==> src/rtl/mcfifo_read_scheduler_pkg.sv <==
// Shared types and helpers for the multi-channel FIFO read scheduler.
package mcfifo_read_scheduler_pkg;

    // Scheduler FSM states
    typedef enum logic [1:0] {
        IDLE = 2'd0,
        SEL  = 2'd1,
        EVAL = 2'd2,
        GAP  = 2'd3
    } state_e;

    // Ceil(log2(n)), never below 1 so a single-channel build still has a select bit
    function automatic int clogb2(input int n);
        int r;
        r = 1;
        for (int i = 1; i < 31; i++) begin
            if ((1 << i) < n) r = i + 1;
        end
        return r;
    endfunction

endpackage

==> src/rtl/mcfifo_rr_pick.sv <==
// Next-channel picker: a pending skip channel wins when enabled, otherwise the
// first enabled channel after the current one (wrapping, current one last).
import mcfifo_read_scheduler_pkg::*;

module mcfifo_rr_pick #(
    parameter int Channels = 16,
    parameter int CW       = clogb2(Channels)
) (
    input  logic [Channels-1:0] en,
    input  logic [CW-1:0]       cur,
    input  logic                skip_req,
    input  logic [CW-1:0]       skip_ch,
    output logic [CW-1:0]       nxt,
    output logic                nxt_vld,
    output logic                skip_hit
);

    logic [CW-1:0] cand;

    // Scan farthest-to-nearest so the nearest enabled channel is the last writer
    always_comb begin
        nxt      = cur;
        nxt_vld  = 1'b0;
        skip_hit = 1'b0;
        cand     = '0;
        for (int i = Channels; i >= 1; i--) begin
            cand = CW'((int'(cur) + i) % Channels);
            if (en[cand]) begin
                nxt     = cand;
                nxt_vld = 1'b1;
            end
        end
        if (skip_req && (int'(skip_ch) < Channels) && en[skip_ch]) begin
            nxt      = skip_ch;
            nxt_vld  = 1'b1;
            skip_hit = 1'b1;
        end
    end

endmodule

==> src/rtl/mcfifo_read_scheduler.sv <==
// Multi-channel FIFO read scheduler: walks enabled channels, reads up to a
// burst of words per grant (one read every other cycle) into a one-word
// output register with a valid/ready handshake.
import mcfifo_read_scheduler_pkg::*;

module mcfifo_read_scheduler #(
    parameter  int Channels = 16,
    parameter  int Width    = 32,
    localparam int CW       = clogb2(Channels)
) (
    input  logic                CLK,
    input  logic                RESET,
    input  logic [Channels-1:0] EN,
    input  logic [3:0]          BURST,
    output logic [CW-1:0]       RCS,
    output logic                RD,
    input  logic                REMPTY,
    input  logic [Width-1:0]    DI,
    input  logic                SKIP,
    input  logic [CW-1:0]       STT,
    output logic                OVALID,
    input  logic                ORDY,
    output logic [Width-1:0]    ODATA,
    output logic [CW-1:0]       OCH,
    output logic                BUSY
);

    state_e           state_q, state_d;
    logic [CW-1:0]    rcs_q, rcs_d;
    logic [4:0]       cnt_q, cnt_d;
    logic             skip_pend_q, skip_pend_d;
    logic [CW-1:0]    skip_ch_q, skip_ch_d;
    logic             ovalid_q, ovalid_d;
    logic [Width-1:0] odata_q, odata_d;
    logic [CW-1:0]    och_q, och_d;

    logic [CW-1:0]    nxt_ch;
    logic             nxt_vld;
    logic             skip_hit;
    logic             chg;
    logic [4:0]       burst_lim;

    mcfifo_rr_pick #(
        .Channels (Channels),
        .CW       (CW)
    ) u_pick (
        .en       (EN),
        .cur      (rcs_q),
        .skip_req (skip_pend_q),
        .skip_ch  (skip_ch_q),
        .nxt      (nxt_ch),
        .nxt_vld  (nxt_vld),
        .skip_hit (skip_hit)
    );

    // State register
    always_ff @(posedge CLK or posedge RESET) begin
        if (RESET) state_q <= IDLE;
        else       state_q <= state_d;
    end

    // Scheduler datapath registers: channel, burst count, skip capture, output word
    always_ff @(posedge CLK or posedge RESET) begin
        if (RESET) begin
            rcs_q       <= '0;
            cnt_q       <= '0;
            skip_pend_q <= 1'b0;
            skip_ch_q   <= '0;
            ovalid_q    <= 1'b0;
            odata_q     <= '0;
            och_q       <= '0;
        end else begin
            rcs_q       <= rcs_d;
            cnt_q       <= cnt_d;
            skip_pend_q <= skip_pend_d;
            skip_ch_q   <= skip_ch_d;
            ovalid_q    <= ovalid_d;
            odata_q     <= odata_d;
            och_q       <= och_d;
        end
    end

    // Next state: decide when to move to a new channel and track the burst count
    always_comb begin
        state_d   = state_q;
        rcs_d     = rcs_q;
        cnt_d     = cnt_q;
        chg       = 1'b0;
        burst_lim = {BURST == 4'd0, BURST};
        unique case (state_q)
            IDLE: if (|EN) chg = 1'b1;
            SEL:  state_d = EVAL;
            EVAL: begin
                if (REMPTY || !EN[rcs_q]) chg = 1'b1;
                else if (RD) begin
                    cnt_d   = cnt_q + 5'd1;
                    state_d = GAP;
                end
            end
            GAP: begin
                if (cnt_q == burst_lim) chg = 1'b1;
                else                    state_d = EVAL;
            end
            default: state_d = IDLE;
        endcase
        if (chg) begin
            cnt_d = '0;
            if (nxt_vld) begin
                rcs_d   = nxt_ch;
                state_d = SEL;
            end else begin
                state_d = IDLE;
            end
        end
    end

    // Skip capture and output register; a new SKIP beats a same-cycle take
    always_comb begin
        skip_pend_d = SKIP | (skip_pend_q & ~(chg & nxt_vld & skip_hit));
        skip_ch_d   = SKIP ? STT : skip_ch_q;
        ovalid_d    = RD | (ovalid_q & ~ORDY);
        odata_d     = RD ? DI : odata_q;
        och_d       = RD ? rcs_q : och_q;
    end

    // Outputs: read strobe only in EVAL with data present and room downstream
    always_comb begin
        RD   = 1'b0;
        BUSY = (state_q != IDLE);
        if ((state_q == EVAL) && !REMPTY && EN[rcs_q] && (!ovalid_q || ORDY)) RD = 1'b1;
    end

    assign RCS    = rcs_q;
    assign OVALID = ovalid_q;
    assign ODATA  = odata_q;
    assign OCH    = och_q;

endmodule

==> config.mk <==
export PLATFORM = sky130hd
export DESIGN_NAME = mcfifo_read_scheduler
export DESIGN_NICKNAME = d
export VERILOG_FILES = /design/src/rtl/mcfifo_read_scheduler_pkg.sv /design/src/rtl/mcfifo_rr_pick.sv /design/src/rtl/mcfifo_read_scheduler.sv
export SDC_FILE = /design/constraint.sdc
export NUM_CORES = 1
export LEC_CHECK = 0
export ABC_AREA = 0
export BUFFER_PORTS_ARGS = -buffer_cell sky130_fd_sc_hd__buf_2
export CORE_MARGIN = 2
export CORE_UTILIZATION = 55
export CTS_CLUSTER_SIZE = 12
export DETAILED_ROUTE_END_ITERATION = 8
export PLACE_DENSITY = 0.82
export SKIP_LAST_GASP = 1
export SYNTH_ARGS = -nofsm -noshare
export SYNTH_HDL_FRONTEND = slang
export SYNTH_SLANG_ARGS = --single-unit
export TNS_END_PERCENT = 30
==> constraint.sdc <==
create_clock -name CLK -period 5.4 [get_ports CLK]
set_clock_uncertainty 0.2 [all_clocks]
set_input_delay 0.81 -clock CLK [delete_from_list [all_inputs] [get_ports CLK]]
set_output_delay 0.81 -clock CLK [all_outputs]
set_load 0.05 [all_outputs]
# ---- Yosys cells after proc, flatten, opt, wreduce, memory -nomap -nowiden
# Index checks and enable logic that the tools add are counted.
dict set report op_classes {
  addsub 17
  n_lt_le_gt_ge 18
  n_eq_ne 8
  mux 86
  n_bitwise 8
  n_reduce_logical 20
}
# op n
set op_table {}
lappend op_table {{< comparator 4 x 5 -> 1 bit (second input constant)} 18}
lappend op_table {{binary-select mux 1 bit (select 4 bit)} 18}
lappend op_table {{2-to-1 mux 4 bit} 17}
lappend op_table {{2-to-1 mux 1 bit} 41}
lappend op_table {{adder 4 bit (second input constant)} 8}
lappend op_table {{2-to-1 mux 5 bit} 4}
lappend op_table {{nonzero test 17 bit} 1}
lappend op_table {{adder 4 x 3 -> 4 bit (second input constant)} 4}
lappend op_table {{OR reduction 16 bit} 1}
lappend op_table {{!= test 3 bit (second input constant)} 3}
lappend op_table {{adder 4 x 1 -> 4 bit (second input constant)} 2}
lappend op_table {{adder 4 x 2 -> 4 bit (second input constant)} 2}
lappend op_table {{2-to-1 mux 2 bit} 4}
lappend op_table {{one-hot mux 2 bit (3 select lines)} 1}
lappend op_table {{AND reduction 3 bit} 2}
lappend op_table {{nonzero test 2 bit} 3}
lappend op_table {{adder 5 x 1 -> 5 bit (second input constant)} 1}
lappend op_table {{equality test 5 bit} 1}
lappend op_table {{bitwise AND 1 bit} 4}
lappend op_table {{equality test 2 bit (second input constant)} 2}
lappend op_table {{logical AND 1 bit} 4}
lappend op_table {{zero test 4 bit} 1}
lappend op_table {{AND reduction 4 bit} 1}
lappend op_table {{nonzero test 4 bit} 1}
lappend op_table {{other kinds (8)} 13}
dict set report totals {
  reg_bits 53
  inputBits 61
  wordCells 165
}

# ---- Longest topological paths before layout
# Gate-level depths: netlist of the first run.
dict set report logic_depth {
  ltp_word 25
  ltp_mapped 16
  ltp_nobuf 11
}

# ---- Cells and area by module
# A second synthesis of the first run with hierarchy kept.
dict set report hier_totals {
  cells_unflattened 463
  area_unflattened_um2 5104.9
}
# mod n_inst cells_each area_per_inst_um2
set modules_own_cells {}
lappend modules_own_cells {mcfifo_rr_pick 1 292 2698.8}
lappend modules_own_cells {mcfifo_read_scheduler 1 171 2406.1}

# ---- Worst setup path before layout of the first run
# No wires, ideal clock.
dict set report synth_path {
  path_type {flip-flop to flip-flop}
  from {register rcs_q[0] (netlist: RCS[0])}
  to {register rcs_q[1] (netlist: RCS[1])}
  setup_ns 0.128
  t_arrival_ns 4.330
  setup_slack_ns 0.742
  stages_incl_launch_ff 16
  path_buffers 5
  synth_period_minus_slack_ns 4.658
  path_cell_list {dfrtp_1 buf_6 buf_12 buf_2 inv_2 ha_1 clkbuf_1 clkbuf_1 mux4_2 mux2i_1 mux2i_1 nor4b_4 nand3_2 o41a_1 a21boi_0 mux2_1}
}
dict set report synth_via {
  elab_chain_cells 21
  word_cells_on_any_way 90
}
# element line
set synth_rtl {}
lappend synth_rtl {{from (decl)} mcfifo_read_scheduler.sv:29} ;# logic [CW-1:0] rcs_q, rcs_d;
lappend synth_rtl {{from (signal assigned)} mcfifo_read_scheduler.sv:73} ;# rcs_q <= rcs_d;
lappend synth_rtl {{adder 4 x 1 -> 4 bit} mcfifo_rr_pick.sv:27} ;# cand = CW'((int'(cur) + i) % Channels);
lappend synth_rtl {{binary-select mux 1 bit (select 4 bit)} mcfifo_rr_pick.sv:28} ;# if (en[cand]) begin
lappend synth_rtl {{2-to-1 mux 1 bit (not written as such)} mcfifo_rr_pick.sv:28}
lappend synth_rtl {{2-to-1 mux 1 bit (16 in series)} mcfifo_rr_pick.sv:28}
lappend synth_rtl {{2-to-1 mux 1 bit} mcfifo_rr_pick.sv:33} ;# if (skip_req && (int'(skip_ch) < Channels) && en[skip_ch]) begin
lappend synth_rtl {{AND reduction 3 bit (no line)} --}
# Parallel ways exist; a longest one is shown, timed or not. The select of a mux whose other input is x is not followed.
# A chain may end at the register's enable or synchronous reset.

# ---- Worst setup path after layout of the first run
dict set report layout_path {
  from {register rcs_q[2] (netlist: RCS[2])}
  to {register rcs_q[1] (netlist: RCS[1])}
}
# The elaborated chain is that of the path after synthesis.

==> metrics.cfg, run 1 <==
[status]
status=finished, final reports clean

[timing]
hold_viol=0
setup_tns_ns=0
tightest_slew_ns=0.985
final-max-slew-violation-count=0
setup_viol=0
fmax_mhz=221
slew-limit-headroom=0.343
period_share=0.839
fin_crit_ns=4.53
rsz0062_at_grt=no

[placed_design]
hpwlAfterDp_mm=9.27
place_congestion=1.01
io_buffer_count=103

[critical_path]
arrival_ns=4.52
end_kind=register
cp-start-kind=register
worst-setup-path-type=reg2reg
path_cells=clkinv_1 -> ha_1 -> clkinv_1 -> mux2_2 -> mux2i_1 -> and2_1 -> nand3_2 -> o41a_1 -> a21boi_0 -> mux2_1
required_ns=5.39
crit_fanout=20
crit_path_top_delay_cell=dfrtp_1
crit_path_start=RCS[2]$_DFFE_PP0P_
cp_num_buf_inv=2
cp_common_cell=clkinv_1
path_delay_family=multiplexers
worstReg2RegStart=RCS[2]$_DFFE_PP0P_
max_stage_delay_ns=0.77

[job]
drv_cap=0

[detailed_routing]
drt-wirelength-per-cell_um=18.3
drc=0
via_count=4169
wirelength_mm=12.3
drt-pass1-iter-count=5
dr.first_iter.drc_count=424
vias_per_cell=6.20
ant_nets=0

[synth]
synth.largest_area_cell=dfrtp_1
synth_edf_count=0
syn_avg_cell_area_um2=9.19
yosys-top-cells-area=dfrtp_1 30%, mux4_2 15%, nand2_1 12%, mux2i_1 5.3%, mux2_2 3.6%
synthDominantCellAreaShare=0.305
async_flop_share=1.00
syn_area_um2=4350
synth_ff_type=dfrtp_1
yosysWarnings=0
synth_nets=543
yosysSeqAreaShare=0.305
syn-instance-count=474
ys_ff_latch=53
yosysUniqueCellTypes=60

[layout]
multi_input_area_um2=2860
drive_above_1_share=0.298
fill_cells=641
nNetsFinal=638
diodes=0
final-seq-area_um2=1330
syn_to_final_growth_pct=15.7

[floorplan]
die_y_um=93.0
floorplan.rows=32
die_w_um=93.0
initial_core_util=0.566
fp.dieArea_um2=8640
io-pin-count=104
fp.coreArea_um2=7690

[clock_tree]
ctsHoldBuffers=0
cts.clk_slew.worst_paths_ns=0.11
cts_tree=built
clock_latency_ns=0.31
postCtsSetupBuffers=0
clock_sinks=53
numCtsBuffers=5
clockBufferDepth=2
htreeDepth=2
ctsResizeCount=0
root_buffer=clkbuf_8

[hold_path]
hp-start=ODATA[20]$_DFFE_PP0P_
holdCritPathClass=reg2reg

[grt]
globalRouteOverflowTotal=0
grt_pass1_vias=3994
globalRouteTotalUtil=0.298
grt_first_pass_wirelength_mm=20.4
antenna_found_initial=0
grt_max_degree=54

==> layer usage <==
| layer | global-route usage | up-vias | share of wire |
|---|---|---|---|
| met1 | 0.429 | 2015 | 0.41 |
| met5 | 0 | - | 0 |
| li1 | - | 1908 | - |
| met3 | 0.0532 | 28 | 0.090 |
| met2 | 0.469 | 218 | 0.48 |
| met4 | 0.0797 | 0 | 0.026 |
==> per-stage QoR <==
stage          hold slack (ns)  utilization  setup slack, ns  area [µm²]  cells
2_1_floorplan            0.290            -            0.742        4350    474
3_3_place_gp             0.252        0.643             1.13        4940    664
3_5_place_dp             0.258        0.643            0.967        4940    664
4_1_cts                  0.285        0.655            0.936        5040    672
5_1_grt                  0.307        0.655            0.618        5040    672
6_report                 0.277        0.655            0.872        5040    672
==> cell type report <==
class | count | share of cell area
inverter | 13 | 0.00968
timing repair buffer | 111 | 0.114
clock buffer | 5 | 0.0137
sequential | 53 | 0.263
clock inverter | 3 | 0.00571
tap | 102 | 0.0253
multi-input combinational | 385 | 0.568
==> cell usage in the layout (no fill, tap or decap), types with 3 or more instances in the layout <==
| master | count |
|---|---|
| xor2_1 | 7 |
| o22ai_1 | 5 |
| mux2_2 | 14 |
| xnor2_1 | 10 |
| nor2b_1 | 7 |
| nor4_1 | 5 |
| mux2i_1 | 23 |
| nand3_1 | 6 |
| nor2_1 | 20 |
| nand4_1 | 3 |
| a31oi_1 | 4 |
| or3_1 | 3 |
| nor3_1 | 4 |
| nand2b_1 | 6 |
| buf_4 | 8 |
| mux4_1 | 3 |
| and3_1 | 4 |
| o221ai_1 | 4 |
| inv_1 | 8 |
| ha_1 | 8 |
| o21a_1 | 4 |
| a21oi_1 | 14 |
| nand2_1 | 141 |
| mux4_2 | 29 |
| o21ai_0 | 17 |
| buf_2 | 103 |
| clkbuf_8 | 5 |
| a221oi_1 | 3 |
| o211ai_1 | 3 |
| inv_2 | 3 |
| a211oi_1 | 3 |
| dfrtp_1 | 53 |
| a21o_1 | 5 |
==> synthesized netlist by cell type (5+ instances only) <==
library cell,instances
a21o_1,5
nor2b_1,7
clkbuf_1,16
o22ai_1,5
xor2_1,7
nand2b_1,6
mux4_2,29
a21oi_1,14
xnor2_1,10
nor2_1,20
ha_1,8
dfrtp_1,53
o21ai_0,17
mux2_2,14
inv_1,9
nand3_1,6
nand2_1,141
mux2i_1,23
nor4_1,5
buf_2,5
==> final timing paths <==
path / to / cells past startpoint / slack [ns]
setup / recovery: RCS[1]$_DFFE_PP0P_ / 10 / 0.87
setup reg to reg: RCS[1]$_DFFE_PP0P_ / 10 / 0.87
min in group asynchronous: ODATA[6]$_DFFE_PP0P_ / 3 / 0.46
hold / removal: ODATA[20]$_DFFE_PP0P_ / 2 / 0.28
max in group asynchronous: cnt_q[3]$_DFFE_PP0P_ / 3 / 4.08
hold reg to reg: ODATA[20]$_DFFE_PP0P_ / 2 / 0.28
==> logic make-up (layout without fill, tap and decap cells) <==
logic type	Yosys count	after routing	share of synthesized area
AO/OA/AOI/OAI	81	81	0.127
AND/OR/NAND/NOR	208	208	0.210
adder cells (fa/ha/maj)	8	8	0.0230
multiplexers	70	70	0.260
flip-flops	53	53	0.305
XOR/XNOR	18	18	0.0379
buffers and inverters	36	132	0.0379
==> registers in the layout, summed over array words and instances, names as in the netlist <==
signal / cells
RCS: 4
OVALID: 1
ODATA: 32
skip_ch_q: 4
cnt_q: 5
skip_pend_q: 1
OCH: 4
state_q: 2
==> tightest hold or removal path, stage by stage, from the launching register on <==
cell and delay (ns):
dfrtp_1 0.35, nand2_1 0.05, nand2_1 0.05
Power of run 1 is not shown: default switching activity piles up to over one toggle a cycle in this logic, so the estimate is an artifact.
==> inputs of run 2 (changes only) <==
ABC_AREA = 1   (was 0)
CORE_UTILIZATION = 49   (was 55)
PLACE_DENSITY = 0.78   (was 0.82)
clock period = 3.9 ns   (was 5.4 ns; I/O delays follow)
==> metrics.cfg, run 2 <==
[synth]
synth.largest_area_cell=dfrtp_1
syn_area_um2=3990  ; -8.5%
synth_edf_count=0  ; unchanged
yosysWarnings=0  ; unchanged
synthDominantCellAreaShare=0.333  ; +0.0282
synth_nets=698  ; +29%
ys_ff_latch=53  ; unchanged
synth_most_common_cell=nand2_1
yosysUniqueCellTypes=41  ; -32%
async_flop_share=1.00  ; unchanged
syn_avg_cell_area_um2=6.34  ; -31%
yosysSeqAreaShare=0.333  ; +0.0282
synth_common_cells=267 x nand2_1, 76 x nand3_1, 53 x dfrtp_1
yosys-top-cells-area=dfrtp_1 33%, nand2_1 25%, nand3_1 9.5%, inv_1 4.8%, o21ai_0 3.4%
syn-instance-count=629  ; +33%
synth_ff_type=dfrtp_1

[detailed_routing]
drt-pass1-iter-count=7  ; +2
via_count=4517  ; +8.3%
drt-wirelength-per-cell_um=14.6  ; -21%
vias_per_cell=5.46  ; -12%
drc=0  ; unchanged
ant_nets=0  ; unchanged
dr.first_iter.drc_count=354  ; -17%
wirelength_mm=12.1  ; -2.1%

[hold_path]
holdCritPathClass=in2reg

[floorplan]
fp.coreArea_um2=7810  ; +1.6%
die_y_um=94.2  ; +1.3%
floorplan.rows=32  ; unchanged
fp.dieArea_um2=8870  ; +2.6%
io-pin-count=104  ; unchanged
initial_core_util=0.510  ; -0.0560
die_w_um=94.2  ; +1.3%

[job]
drv_cap=0  ; unchanged

[critical_path]
required_ns=3.90  ; -1.49 ns
crit_path_top_delay_cell=o31ai_1
cp_common_cell=nand2_1
worst-setup-path-type=reg2reg
path_cells=inv_1 -> ha_1 -> inv_1 -> nand3_1 -> a21oi_1 -> a21oi_1 -> nand2_1 -> nand2_1 -> nor2_2 -> nand3_1 -> o31ai_1 -> a21oi_1 -> nand2_1 -> nand2_1
max_stage_delay_ns=0.50  ; -0.27 ns
cp-start-kind=register
path_delay_family=simple AND/OR/NAND/NOR gates
cp_num_buf_inv=2  ; unchanged
crit_fanout=14  ; -30%
end_kind=register
arrival_ns=3.38  ; -1.14 ns

[placed_design]
dp.cells=820  ; +23%
hpwlAfterDp_mm=9.27  ; +0.10%
place_congestion=0.981  ; -2.9%
io_buffer_count=103  ; unchanged
dpl_worst_slack_ns=0.563  ; -0.404 ns

[clock_tree]
clock_latency_ns=0.31  ; about the same
postCtsSetupBuffers=0  ; unchanged
ctsHoldBuffers=0  ; unchanged
cts.clk_slew.worst_paths_ns=0.09  ; -0.02 ns
htreeDepth=2  ; unchanged
numCtsBuffers=5  ; unchanged
root_buffer=clkbuf_8
cts_tree=built
clockBufferDepth=2  ; unchanged
ctsResizeCount=0  ; unchanged
clock_sinks=53  ; unchanged

[timing]
tightest_slew_ns=1.08  ; +0.0995 ns
worst_slack_ns=0.525  ; -0.347 ns
period_share=0.865  ; +0.0269
fmax_mhz=296  ; +34%
whs_ns=0.264  ; -0.0139 ns
setup_viol=0  ; unchanged
fin_crit_ns=3.38  ; -1.15 ns
hold_viol=0  ; unchanged
final-max-slew-violation-count=0  ; unchanged
slew-limit-headroom=0.276  ; -0.0674
rsz0062_at_grt=no
setup_tns_ns=0  ; unchanged

[layout]
final_common_cell=nand2_1
diodes=0  ; unchanged
drive_above_1_share=0.211  ; -0.0875
nNetsFinal=794  ; +24%
fin_cells=828  ; +23%
syn_to_final_growth_pct=16.4
final_cell_mix=267 x nand2_1, 103 x buf_2, 76 x nand3_1, 53 x dfrtp_1, 50 x inv_1
largest_register_ffs=32  ; unchanged

[grt]
grt_max_degree=54  ; unchanged
grt_pass1_vias=4263  ; +6.7%
antenna_found_initial=0  ; unchanged
grt_first_pass_wirelength_mm=19.4  ; -4.7%
globalRouteTotalUtil=0.277  ; -0.0204
globalRouteOverflowTotal=0  ; unchanged

[status]
status=finished, final reports clean

==> run 2: changes by cell type after synthesis, moves of 9 or more <==
| cell | before | now |
|---|---|---|
| nand2_2 | 0 | 13 |
| mux2i_1 | 23 | 0 |
| o21ai_0 | 17 | 27 |
| mux2_2 | 14 | 0 |
| xnor2_1 | 10 | 0 |
| mux4_2 | 29 | 0 |
| nand2_1 | 141 | 267 |
| nor2_1 | 20 | 31 |
| clkbuf_1 | 16 | 5 |
| a21oi_1 | 14 | 23 |
| inv_1 | 9 | 51 |
| nand3_1 | 6 | 76 |
==> run 2: final timing paths <==
check	depth (start not counted)	startpoint	slack, ns	to
max in group asynchronous	2	RESET	2.50	cnt_q[1]$_DFFE_PP0P_
max reg2reg	14	RCS[1]$_DFFE_PP0P_	0.52	RCS[2]$_DFFE_PP0P_
min reg2reg	2	ODATA[15]$_DFFE_PP0P_	0.28	ODATA[15]$_DFFE_PP0P_
min	3	DI[2]	0.26	ODATA[2]$_DFFE_PP0P_
max	14	RCS[1]$_DFFE_PP0P_	0.52	RCS[2]$_DFFE_PP0P_
min in group asynchronous	2	RESET	0.35	OCH[2]$_DFFE_PP0P_
==> run 2: metrics by stage <==
stage / util / instance area [µm²]
final: 0.594 / 4640
after global routing: 0.594 / 4640
after CTS: 0.594 / 4640
after detailed placement: 0.583 / 4560
after global placement: 0.583 / 4560
after floorplan: - / 3990
==> run 2: per-layer routing <==
metal  track usage  wire length (µm)
met1         0.343              5020
met2         0.477              5650
met3        0.0433               978
met4         0.120               414
met5             0                 0
==> run 2: layout make-up <==
| type | instances | area, µm² |
|---|---|---|
| multi-input cells | 492 | 2290 |
| clock inverters | 1 | 7.51 |
| clock buffers | 7 | 76.3 |
| repair buffers | 110 | 568 |
| well taps | 102 | 128 |
| inverters | 63 | 240 |
| fillers | 764 | 3170 |
| flip-flops and latches | 53 | 1330 |
==> run 2: cells by family (layout without fill, tap and decap cells) <==
kind of cell / Yosys count / after routing / synth area share
xor gates and xnor gates: 6 / 6 / 0.0151
DFF: 53 / 53 / 0.333
buffers and inverters: 84 / 181 / 0.0917
AOI/OAI and AO/OA: 73 / 73 / 0.106
and+or+nand+nor: 405 / 405 / 0.430
adders and majority gates: 8 / 8 / 0.0251
==> run 2: worst min-delay path: stages <==
cell	delay, ns
buf_2	0.07
nand2_1	0.04
nand2_1	0.04
Power of run 2 is left out for the same reason.
==> inputs of run 3 (changes only) <==
PLACE_DENSITY = 0.77   (was 0.78)
SYNTH_HIERARCHICAL = 1   (was unset)
==> metrics.cfg, run 3 <==
[status]
status=finished, final reports clean

[clock_tree]
cts_tree=built
numCtsBuffers=5  ; unchanged
root_buffer=clkbuf_8
htreeDepth=2  ; unchanged
clockBufferDepth=2  ; unchanged
ctsHoldBuffers=0  ; unchanged
postCtsSetupBuffers=0  ; unchanged
ctsResizeCount=0  ; unchanged
clock_latency_ns=0.31  ; about the same
clock_sinks=53  ; unchanged
cts.clk_slew.worst_paths_ns=0.10  ; about the same

[layout]
diodes=0  ; unchanged
final_cell_mix=330 x nand2_1, 103 x buf_2, 91 x nand3_1, 69 x inv_1, 53 x dfrtp_1
fin_cells=915  ; +11%
final_common_cell=nand2_1
drive_above_1_share=0.177  ; -0.0335
syn_to_final_growth_pct=15.9
fill_cells=870  ; +14%
largest_register_ffs=32  ; unchanged
nNetsFinal=875  ; +10%

[synth]
ys_ff_latch=53  ; unchanged
synthDominantCellAreaShare=0.310  ; -0.0224
async_flop_share=1.00  ; unchanged
yosysUniqueCellTypes=34  ; -17%
synth_edf_count=0  ; unchanged
synth_common_cells=330 x nand2_1, 91 x nand3_1, 70 x inv_1
syn_area_um2=4270  ; +7.2%
yosysWarnings=6  ; +6
yosysSeqAreaShare=0.310  ; -0.0224
syn_avg_cell_area_um2=6.04  ; -4.6%
yosys-top-cells-area=dfrtp_1 31%, nand2_1 29%, nand3_1 11%, inv_1 6.1%, a21oi_1 4.2%
synth_most_common_cell=nand2_1
synth.largest_area_cell=dfrtp_1
syn-instance-count=707  ; +12%
synth_ff_type=dfrtp_1
synth_nets=776  ; +11%

[detailed_routing]
drt-wirelength-per-cell_um=14.2  ; -2.8%
ant_nets=0  ; unchanged
vias_per_cell=5.36  ; -1.7%
drt-pass1-iter-count=5  ; -2
wirelength_mm=13.0  ; +7.4%
dr.first_iter.drc_count=400  ; +13%
via_count=4908  ; +8.7%
drc=0  ; unchanged

[placed_design]
io_buffer_count=103  ; unchanged
dp.cells=907  ; +11%
place_congestion=0.972  ; -1.0%
hpwlAfterDp_mm=9.94  ; +7.1%

[job]
drv_cap=0  ; unchanged

[timing]
final-max-slew-violation-count=0  ; unchanged
rsz0062_at_grt=no
period_share=0.889  ; +0.0231
setup_tns_ns=0  ; unchanged
fmax_mhz=289  ; -2.6%
slew-limit-headroom=0.561  ; +0.285
tightest_slew_ns=0.659  ; -0.426 ns
setup_viol=0  ; unchanged
hold_viol=0  ; unchanged
fin_crit_ns=3.47  ; +0.0900 ns

[floorplan]
initial_core_util=0.497  ; -0.0132
fp.coreArea_um2=8590  ; +10%
floorplan.rows=34  ; +6.3%
die_y_um=97.4  ; +3.4%
fp.dieArea_um2=9480  ; +6.9%
io-pin-count=104  ; unchanged
die_w_um=97.4  ; +3.4%

[critical_path]
worst-setup-path-type=reg2reg
arrival_ns=3.47  ; +0.09 ns
cp-start-kind=register
end_kind=register
required_ns=3.90  ; about the same
crit_fanout=34  ; +20

[grt]
globalRouteOverflowTotal=0  ; unchanged
globalRouteTotalUtil=0.276  ; -0.00164
grt_max_degree=41  ; -24%
grt_pass1_vias=4617  ; +8.3%
antenna_found_initial=0  ; unchanged
grt_first_pass_wirelength_mm=21.8  ; +12%

[hold_path]
holdCritPathClass=in2async

run 3: cell count changes in the layout (fill, tap and decap cells not counted), moves of 3 or more:
| cell | previous run | this run |
|---|---|---|
| nand3_1 | 76 | 91 |
| a21oi_1 | 23 | 36 |
| nand2_1 | 267 | 330 |
| nor2_1 | 31 | 20 |
| nor3_1 | 1 | 4 |
| inv_1 | 50 | 69 |
| nand2_2 | 13 | 7 |
| nand4_1 | 2 | 6 |
| o21ai_1 | 4 | 12 |
| xnor2_1 | 0 | 3 |
| xor2_1 | 5 | 8 |
| nor2_2 | 4 | 1 |
| o21ai_0 | 27 | 11 |
run 3: area by class of cell:
| class | instances | area [µm²] | area share |
|---|---|---|---|
| clock inverter | 3 | 21.3 | 0.00429 |
| inverter | 78 | 295 | 0.0596 |
| clock buffer | 5 | 68.8 | 0.0139 |
| sequential | 53 | 1330 | 0.268 |
| tap | 108 | 135 | 0.0273 |
| multi-input combinational | 556 | 2520 | 0.509 |
| timing repair buffer | 112 | 583 | 0.118 |
run 3: critical path, stage by stage, from the launching register on:
cell and delay [ns]:
dfrtp_1 0.38, buf_4 0.37, ha_1 0.30, xor2_2 0.44, nand3_1 0.12, o21ai_1 0.16, nand2_1 0.11, nand2_2 0.14
inv_2 0.04, o21ai_1 0.10, nand2_1 0.07, nand2_1 0.06, nand2_1 0.04, nand2_1 0.05, nand2_1 0.04, nand2_1 0.05
nand2_1 0.04, nand2_1 0.05, nand2_1 0.06, nand2_1 0.06, nand2_1 0.07, nand2_1 0.06, nand2_1 0.04, nand3_1 0.07
nand2_1 0.06, nand3_1 0.08, nand2_1 0.06
run 3: layer usage:
layer	GRT usage	up-vias	share of wire
met4	0.110	0	0.035
met5	0	-	0
met1	0.366	2199	0.40
met3	0.0324	30	0.087
met2	0.459	250	0.48
li1	-	2429	-
run 3: kinds of logic (layout without fill, tap and decap cells):
logic type / count (synthesis) / count (layout) / share of synthesized area
and+or+nand+nor: 466 / 466 / 0.449
DFF: 53 / 53 / 0.310
AOI/OAI and AO/OA: 70 / 70 / 0.0914
adders and majority gates: 8 / 8 / 0.0234
xor gates and xnor gates: 12 / 12 / 0.0264
buffers and inverters: 98 / 198 / 0.0990
run 3: path summary, 6_finish.rpt:
check | start | endpoint | slack, ns | cells after the start
worst min register to register | ODATA[18]$_DFFE_PP0P_ | ODATA[18]$_DFFE_PP0P_ | 0.28 | 2
max in group asynchronous | RESET | cnt_q[1]$_DFFE_PP0P_ | 2.57 | 3
min in group CLK | DI[2] | ODATA[2]$_DFFE_PP0P_ | 0.27 | 3
worst min-delay path | RESET | ODATA[27]$_DFFE_PP0P_ | 0.15 | 2
worst max-delay path | RCS[0]$_DFFE_PP0P_ | RCS[0]$_DFFE_PP0P_ | 0.43 | 26
worst max register to register | RCS[0]$_DFFE_PP0P_ | RCS[0]$_DFFE_PP0P_ | 0.43 | 26
run 3: per-stage QoR:
stage	hold WS (ns)	util	area, µm²	setup WS, ns
after detailed placement	0.253	0.566	4860	0.512
final	0.153	0.576	4950	0.435
after CTS	0.164	0.576	4950	0.488
after floorplan	0.240	-	4270	0.534
after global placement	0.249	0.566	4860	0.539
after global routing	0.209	0.576	4950	0.00865
Power of run 3 is left out for the same reason.
